File: config.mk
export PLATFORM = sky130hd
export DESIGN_NAME = seg_scan_driver
export DESIGN_NICKNAME = d
export VERILOG_FILES = /design/src/rtl/seg_scan_driver.sv
export SDC_FILE = /design/constraint.sdc
export NUM_CORES = 1
export LEC_CHECK = 0
export ABC_AREA = 1
export CAP_MARGIN = 10
export CORE_MARGIN = 3
export CORE_UTILIZATION = 57
export CTS_CLUSTER_DIAMETER = 40
export DETAILED_ROUTE_END_ITERATION = 6
export GPL_TIMING_DRIVEN = 0
export PLACE_DENSITY_LB_ADDON = 0.25
export SLEW_MARGIN = 5
export SYNTH_ARGS = -nofsm -noshare
export SYNTH_HDL_FRONTEND = slang
export SYNTH_SLANG_ARGS = --single-unit
File: constraint.sdc
create_clock -name clk -period 2.46 [get_ports clk]
set_input_delay 0.492 -clock clk [delete_from_list [all_inputs] [get_ports clk]]
set_output_delay 0.492 -clock clk [all_outputs]
set_load 0.01 [all_outputs]
File: src/rtl/seg_scan_driver.sv
// Binary-to-BCD converter (sequential shift-add-3) feeding a 3-digit multiplexed
// common-anode seven-segment display with optional leading-zero blanking.
module seg_scan_driver #(
  parameter int unsigned SCAN_DIV = 1000,
  parameter bit          BLANK_LZ = 1'b1
) (
  input  logic       clk,
  input  logic       rst_n,
  input  logic [7:0] num_in,
  input  logic       num_valid,
  input  logic       enable,
  output logic       ready,
  output logic       busy,
  output logic [7:0] seg_n,
  output logic [2:0] dig_n
);

  localparam int unsigned PW = (SCAN_DIV > 1) ? $clog2(SCAN_DIV) : 1;
  localparam logic [PW-1:0] PMAX = PW'(SCAN_DIV - 1);

  typedef enum logic [1:0] {IDLE, SHIFT, COMMIT} state_t;

  state_t      state, state_next;
  logic [7:0]  bin;
  logic [11:0] work, work_adj;
  logic [2:0]  cnt;
  logic [3:0]  d_units, d_tens, d_hund;
  logic [PW-1:0] presc;
  logic [1:0]  idx;
  logic        accept;
  logic [3:0]  cur_digit;
  logic        cur_blank;
  logic [2:0]  dig_next;
  logic [7:0]  seg_next;

  function automatic logic [3:0] adj3(input logic [3:0] n);
    return (n >= 4'd5) ? n + 4'd3 : n;
  endfunction

  function automatic logic [7:0] enc(input logic [3:0] d);
    case (d)
      4'd0:    enc = 8'hC0;
      4'd1:    enc = 8'hF9;
      4'd2:    enc = 8'hA4;
      4'd3:    enc = 8'hB0;
      4'd4:    enc = 8'h99;
      4'd5:    enc = 8'h92;
      4'd6:    enc = 8'h82;
      4'd7:    enc = 8'hF8;
      4'd8:    enc = 8'h80;
      4'd9:    enc = 8'h90;
      default: enc = 8'hFF;
    endcase
  endfunction

  assign busy   = (state != IDLE);
  assign ready  = ~busy;
  assign accept = (state == IDLE) && num_valid;

  always_ff @(posedge clk or negedge rst_n) begin
    if (!rst_n) state <= IDLE;
    else        state <= state_next;
  end

  always_comb begin
    state_next = state;
    case (state)
      IDLE:    if (num_valid) state_next = SHIFT;
      SHIFT:   if (cnt == 3'd7) state_next = COMMIT;
      COMMIT:  state_next = IDLE;
      default: state_next = IDLE;
    endcase
  end

  assign work_adj = {adj3(work[11:8]), adj3(work[7:4]), adj3(work[3:0])};

  // Displayed digits are written only in COMMIT so the scan never sees a partial result.
  always_ff @(posedge clk or negedge rst_n) begin
    if (!rst_n) begin
      bin     <= '0;
      work    <= '0;
      cnt     <= '0;
      d_units <= '0;
      d_tens  <= '0;
      d_hund  <= '0;
    end else if (accept) begin
      bin  <= num_in;
      work <= '0;
      cnt  <= '0;
    end else if (state == SHIFT) begin
      work <= {work_adj[10:0], bin[7]};
      bin  <= {bin[6:0], 1'b0};
      cnt  <= cnt + 3'd1;
    end else if (state == COMMIT) begin
      d_units <= work[3:0];
      d_tens  <= work[7:4];
      d_hund  <= work[11:8];
    end
  end

  always_ff @(posedge clk or negedge rst_n) begin
    if (!rst_n) begin
      presc <= '0;
      idx   <= '0;
    end else if (presc == PMAX) begin
      presc <= '0;
      idx   <= (idx == 2'd2) ? 2'd0 : idx + 2'd1;
    end else begin
      presc <= presc + PW'(1);
    end
  end

  always_comb begin
    cur_digit = d_units;
    cur_blank = 1'b0;
    dig_next  = 3'b110;
    case (idx)
      2'd1: begin
        cur_digit = d_tens;
        cur_blank = BLANK_LZ && (d_hund == 4'd0) && (d_tens == 4'd0);
        dig_next  = 3'b101;
      end
      2'd2: begin
        cur_digit = d_hund;
        cur_blank = BLANK_LZ && (d_hund == 4'd0);
        dig_next  = 3'b011;
      end
      default: ;
    endcase
    seg_next = cur_blank ? 8'hFF : enc(cur_digit);
    if (!enable) begin
      dig_next = 3'b111;
      seg_next = 8'hFF;
    end
  end

  always_ff @(posedge clk or negedge rst_n) begin
    if (!rst_n) begin
      dig_n <= 3'b110;
      seg_n <= 8'hC0;
    end else begin
      dig_n <= dig_next;
      seg_n <= seg_next;
    end
  end

endmodule

==> results.cfg, run 1 <==
[placed_design]
numPortBuffers = 23
place_ws_ps = 412
gp_congestion = 0.764
hpwl_mm = 3.84

[worst_setup_path]
worstPathCellList = inv_1 > ha_1 > buf_6 > or2_1 > nand2_4 > inv_1 > ha_1 > or2_2 > nand2_1
cp_top_family = simple AND/OR/NAND/NOR gates
rr_worst_depth = 9
startpoint_type = flop
rr_startpoint = idx[0]
worst_path_max_delay_cell = dfrtp_1
cp-end-kind = flop
cp_max_fo = 9
worstPathRequired_ps = 2740
r2r_setup_slack_ps = 390
cp.arrival_ps = 2350
worst_path_largest_cell_delay_ps = 380
cp_num_buf_inv = 3
rr_endpoint = seg_n[1]
critPathKind = reg2reg

[grt]
grt_pass1_wl_mm = 9.58
grt_max_degree = 41
overflow = 0
grt_pass1_vias = 2241
grt_usage_pct = 20.3
antenna_found_initial = 0

[routing]
initialDrtViolationCount = 84
vias = 2267
first_pass_iters = 4
routedWlPerCell_um = 11.7
via_per_inst = 5.05
drc = 0
drt-total-wl_mm = 5.26
ant_nets = 0

[power_and_ir_drop]
ir_drop_mv = 0.782
clkPwrFrac_pct = 25.0
swShare_pct = 36.0
seqPwrFrac_pct = 36.7
power.leakage_nw = 1.72
cellPowerDensity_nw_per_um2 = 1130
switchingPower_w = 0.00143
pwr-share-comb_pct = 38.3
p_int_w = 0.00254

[synth]
synthFlopType = dfrtp_1
synth_area_um2 = 2960
yosys_register_bits = 59
yosys_warnings = 0
netlist_instances = 342
synth_edf_count = 0
ys_types = 35
synth_nets = 370
ys_async_sr_fraction_pct = 100
synth.avg_cell_area_um2 = 8.64
ys_seq_area_share_pct = 50.1

[clock_tree]
postCtsResizedCells = 0
clk_path_buf_depth = 2
cts_htree_levels = 3
cts_sinks = 59
cts_buffers = 9
cts-root-buf = clkbuf_8
cts_tree = yes
clk_pin_slew_ps = 60
cts_setup_buffers = 0
cts_hold_buffers = 0
clock_latency_ps = 350

[timing]
setup_slack_ps = 388
rsz0062_at_grt = false
max_freq_mhz = 483
finClkSkew_ps = 10.7
min_period_over_period_pct = 84.2
finalHoldViolations = 0
setup_viol = 0
setup_tns_ps = 0
maxSlewViolCount = 0
period_minus_slack_ps = 2070

[flow_run]
cap_viol_max_count = 0

[floorplan]
die_w_um = 78.0
start_util_pct = 60.6
fp.coreArea_um2 = 4880
die-area_um2 = 6090
rows = 25
pin_count = 25
die_h_um = 78.0

[worst_hold_path]
hp-class = in2async

[layout]
syn2layout_area_growth_pct = 18.8
drive_gt1_share_pct = 11.3
finalNetCount = 405
n_antenna_cell = 0
fillers = 401

[status]
status = completed
-- kinds of logic (layout without fill, tap and decap cells) --
logic type | count (synthesis) | in the layout | share of synthesized area [%]
buffers and inverters | 55 | 95 | 7.66
other | 1 | 1 | 0.127
adder cells (fa/ha/maj) | 16 | 16 | 6.77
flip-flops | 59 | 59 | 50.1
XOR/XNOR | 4 | 4 | 1.18
AND/OR/NAND/NOR | 153 | 153 | 23.1
AO/OA/AOI/OAI | 54 | 54 | 11.1
-- synthesized netlist by cell type, types with 2 or more instances --
cell      instances  area share (%)
a21oi_1           6             1.0
a22o_1            2            0.59
buf_2             5            0.85
clkbuf_2          2            0.34
dfrtp_1          56              47
dfstp_2           3             2.7
ha_1             16             6.8
inv_1            45             5.7
nand2_1          94              12
nand2_2           2            0.42
nand3_1          15             2.5
nand3_2           3             1.0
nand3b_1          2            0.51
nor2_1           23             2.9
nor3_1            2            0.34
o21ai_0          32             5.4
o21ai_1           2            0.34
o221ai_1          5             1.5
o22ai_1           3            0.63
or2_1             5             1.1
or2_2             2            0.42
xor2_1            4             1.2
-- cells in the final DEF (no fill, tap or decap), drive strengths merged, types with 2 or more instances in the layout --
master,Yosys,layout
dfstp,3,3
bufinv,0,2
nand2,98,98
or2,8,8
xor2,4,4
dfrtp,56,56
nor2,24,24
a22o,2,2
nand3b,2,2
ha,16,16
clkdlybuf4s50,0,22
buf,7,9
nand3,18,18
nor3,2,2
a21oi,7,7
o21ai,35,35
o221ai,5,5
o22ai,3,3
inv,46,46
clkbuf,2,14
-- worst register-to-register path, stage by stage (launching register included) --
cell	delay, ps
dfrtp_1	380
inv_1	90
ha_1	300
buf_6	140
or2_1	250
nand2_4	120
inv_1	80
ha_1	290
or2_2	290
nand2_1	60
-- state kept, by name (all words and copies together), names as in the netlist --
register	count
dig_n	3
seg_n	7
work	12
presc	10
idx	2
d_tens	4
d_hund	4
d_units	4
bin	8
cnt	3
state	2
-- per-layer routing --
metal,part of all wire [%],global-route usage (%),vias to the layer above,wire (µm)
met5,0,0,-,0
met2,51,36.0,48,2700
met3,5.1,8.14,9,266
met4,1.7,6.99,0,92
li1,-,-,1154,-
met1,42,21.9,1056,2200
-- final cells by class --
cell class / count / area (µm²) / share of cell area (%)
plain buffers: 9 / 53.8 / 1.53
repair buffers: 24 / 245 / 6.98
flip-flops and latches: 59 / 1480 / 42.1
well taps: 67 / 83.8 / 2.39
clock buffers: 12 / 155 / 4.42
inverters: 46 / 173 / 4.91
multi-input cells: 228 / 1250 / 35.6
clock inverters: 4 / 72.6 / 2.07
-- worst max path at each step --
| stage | end | start | cells after the start | slack [ps] |
|---|---|---|---|---|
| global placement | work[0] | rst_n | 1 | -850 |
| detailed placement | seg_n[1] | idx[0] | 9 | 410 |
| floorplan | seg_n[1] | idx[0] | 9 | 520 |
| global route | seg_n[1] | idx[0] | 9 | 230 |
| CTS | seg_n[1] | idx[0] | 9 | 380 |
| finish | seg_n[1] | idx[0] | 9 | 390 |
-- power by group through the flow --
stage          clock (W)  sequential, W  combinational [W]
2_1_floorplan          0        0.00146            0.00108
3_3_place_gp           0        0.00146            0.00146
3_5_place_dp           0        0.00147            0.00152
4_1_cts          0.00102        0.00146            0.00153
5_1_grt          0.00107        0.00150            0.00175
6_report        0.000991        0.00146            0.00152
-- per-stage QoR --
step	power, W	hold slack (ps)	instances	instance area [µm²]	utilization [%]
6_report	0.00397	91.8	449	3510	72.0
5_1_grt	0.00432	113	449	3510	72.0
4_1_cts	0.00401	92.3	449	3510	72.0
3_5_place_dp	0.00300	459	433	3290	67.3
3_3_place_gp	0.00292	467	432	3270	67.0
2_1_floorplan	0.00254	196	342	2960	-
No activity file was read; power rests on OpenSTA's default activity.
==> run 2: changes to the inputs <==
==> constraint.sdc (replaced) <==
create_clock -name clk -period 2 [get_ports clk]
set_input_delay 0.4 -clock clk [delete_from_list [all_inputs] [get_ports clk]]
set_output_delay 0.4 -clock clk [all_outputs]
set_load 0.01 [all_outputs]
==> run 2 against run 1 <==
Cell area is 1.0% higher. Sequential share of layout area is 0.42 points lower. Register-to-register slack worse by 280 ps. Largest cell class unchanged.
==> results.cfg, run 2 (synthesis results as in run 1) <==
[worst_setup_path]
cp_top_family = buffers and inverters
rr_worst_depth = 8
rr_startpoint = idx[1]
cp_max_fo = 3
cp-end-kind = output port
cp_num_buf_inv = 1
worstPathRequired_ps = 1600
rr_endpoint = seg_n[1]
critPathKind = reg2out
r2r_setup_slack_ps = 110
worst_path_max_delay_cell = clkdlybuf4s50_1
worstPathCellList = nor2_1 > clkdlybuf4s50_1
startpoint_type = flop
cp.arrival_ps = 1510
worst_path_largest_cell_delay_ps = 580

[power_and_ir_drop]
pwr-share-comb_pct = 38.9
seqPwrFrac_pct = 36.4
power.leakage_nw = 1.73
p_int_w = 0.00315
ir_drop_mv = 0.970
clkPwrFrac_pct = 24.7
swShare_pct = 36.1
cellPowerDensity_nw_per_um2 = 1390
switchingPower_w = 0.00178

[routing]
wl_met1_mm = 2.23
first_pass_iters = 5
drc = 0
ant_nets = 0
wl_met3_um = 214
vias = 2259
initialDrtViolationCount = 113
top_layer = met4
drt-total-wl_mm = 5.38
routedWlPerCell_um = 11.9
via_per_inst = 5.01
wl_met2_mm = 2.81

[floorplan]
die_h_um = 78.0
fp.coreArea_um2 = 4880
die_w_um = 78.0
pin_count = 25
rows = 25
start_util_pct = 60.6
die-area_um2 = 6090

[placed_design]
hpwl_mm = 3.84
dp.cells = 433
gp_congestion = 0.764
numPortBuffers = 23

[grt]
overflow = 0
grt_max_degree = 41
grt_pass1_wl_mm = 9.69
antenna_found_initial = 0
grt_usage_pct = 20.5
grt_pass1_vias = 2285

[flow_run]
cap_viol_max_count = 0

[clock_tree]
cts_buffers = 9
cts_tree = yes
cts_sinks = 59
cts_htree_levels = 3
clock_latency_ps = 340
clk_path_buf_depth = 2
cts_hold_buffers = 0
cts-root-buf = clkbuf_8
clk_pin_slew_ps = 70

[layout]
final_cells = 451
layout_common_cells = nand2_1 (94), dfrtp_1 (56), inv_1 (42)
n_antenna_cell = 0
finalNetCount = 407
largest_reg_flops = 12
syn2layout_area_growth_pct = 20.0
drive_gt1_share_pct = 13.0
final_common_cell = nand2_1
top_register = work
reg.largest.list = work x12, presc x10, bin x8

[timing]
hold_slack_ps = 0.136
min_period_over_period_pct = 95.7
max_freq_mhz = 522
finalHoldViolations = 0
finClkSkew_ps = 9.92
setup_viol = 0
period_minus_slack_ps = 1910
setup_tns_ps = 0
maxSlewViolCount = 0
rsz0062_at_grt = false

[status]
status = completed

[worst_hold_path]
hp-class = in2async
-- run 2: repair_timing --
| item | CTS | global route |
|---|---|---|
| endpoints found under the setup margin | 3 | 4 |
| pin swaps | 1 | 1 |
| gates resized for setup | 1 | 5 |
| setup buffers | 2 | 0 |
-- run 2: worst max-delay path by stage --
stage	endpoint	cells after the start	slack, ps	start
6_report	ready	2	90	state[0]
5_1_grt	ready	2	7	state[0]
4_1_cts	seg_n[1]	9	40	idx[0]
3_5_place_dp	seg_n[1]	9	-50	idx[0]
3_3_place_gp	work[0]	1	-1220	rst_n
2_1_floorplan	seg_n[1]	9	60	idx[0]
-- run 2: area by class of cell --
| class | instances | area [µm²] |
|---|---|---|
| sequential | 59 | 1480 |
| fill | 393 | 1330 |
| multi-input combinational | 228 | 1270 |
| timing repair buffer | 26 | 260 |
| inverter | 46 | 173 |
| clock buffer | 12 | 155 |
| tap | 67 | 83.8 |
| clock inverter | 4 | 72.6 |
| buffer | 9 | 53.8 |
-- run 2: per-stage QoR --
step	setup slack, ps	utilization, %	power, W	cell area [µm²]
5_1_grt	7.03	72.7	0.00535	3550
3_3_place_gp	-1220	67.0	0.00359	3270
6_report	85.6	72.7	0.00493	3550
2_1_floorplan	56.5	-	0.00313	2960
4_1_cts	44.5	72.3	0.00494	3530
3_5_place_dp	-48.0	67.3	0.00369	3290
-- run 2: layer usage --
layer  GRT usage, %  vias to the layer above
met5              0                        -
met1           21.9                     1054
li1               -                     1157
met2           36.8                       39
met3           7.11                        9
met4           8.57                        0
-- run 2: power by group through the flow --
| stage | registers (W) | clock network [W] | logic [W] |
|---|---|---|---|
| after floorplan | 0.00180 | 0 | 0.00133 |
| after global placement | 0.00180 | 0 | 0.00179 |
| after detailed placement | 0.00181 | 0 | 0.00187 |
| after CTS | 0.00180 | 0.00125 | 0.00189 |
| after global routing | 0.00185 | 0.00131 | 0.00219 |
| final | 0.00179 | 0.00122 | 0.00192 |
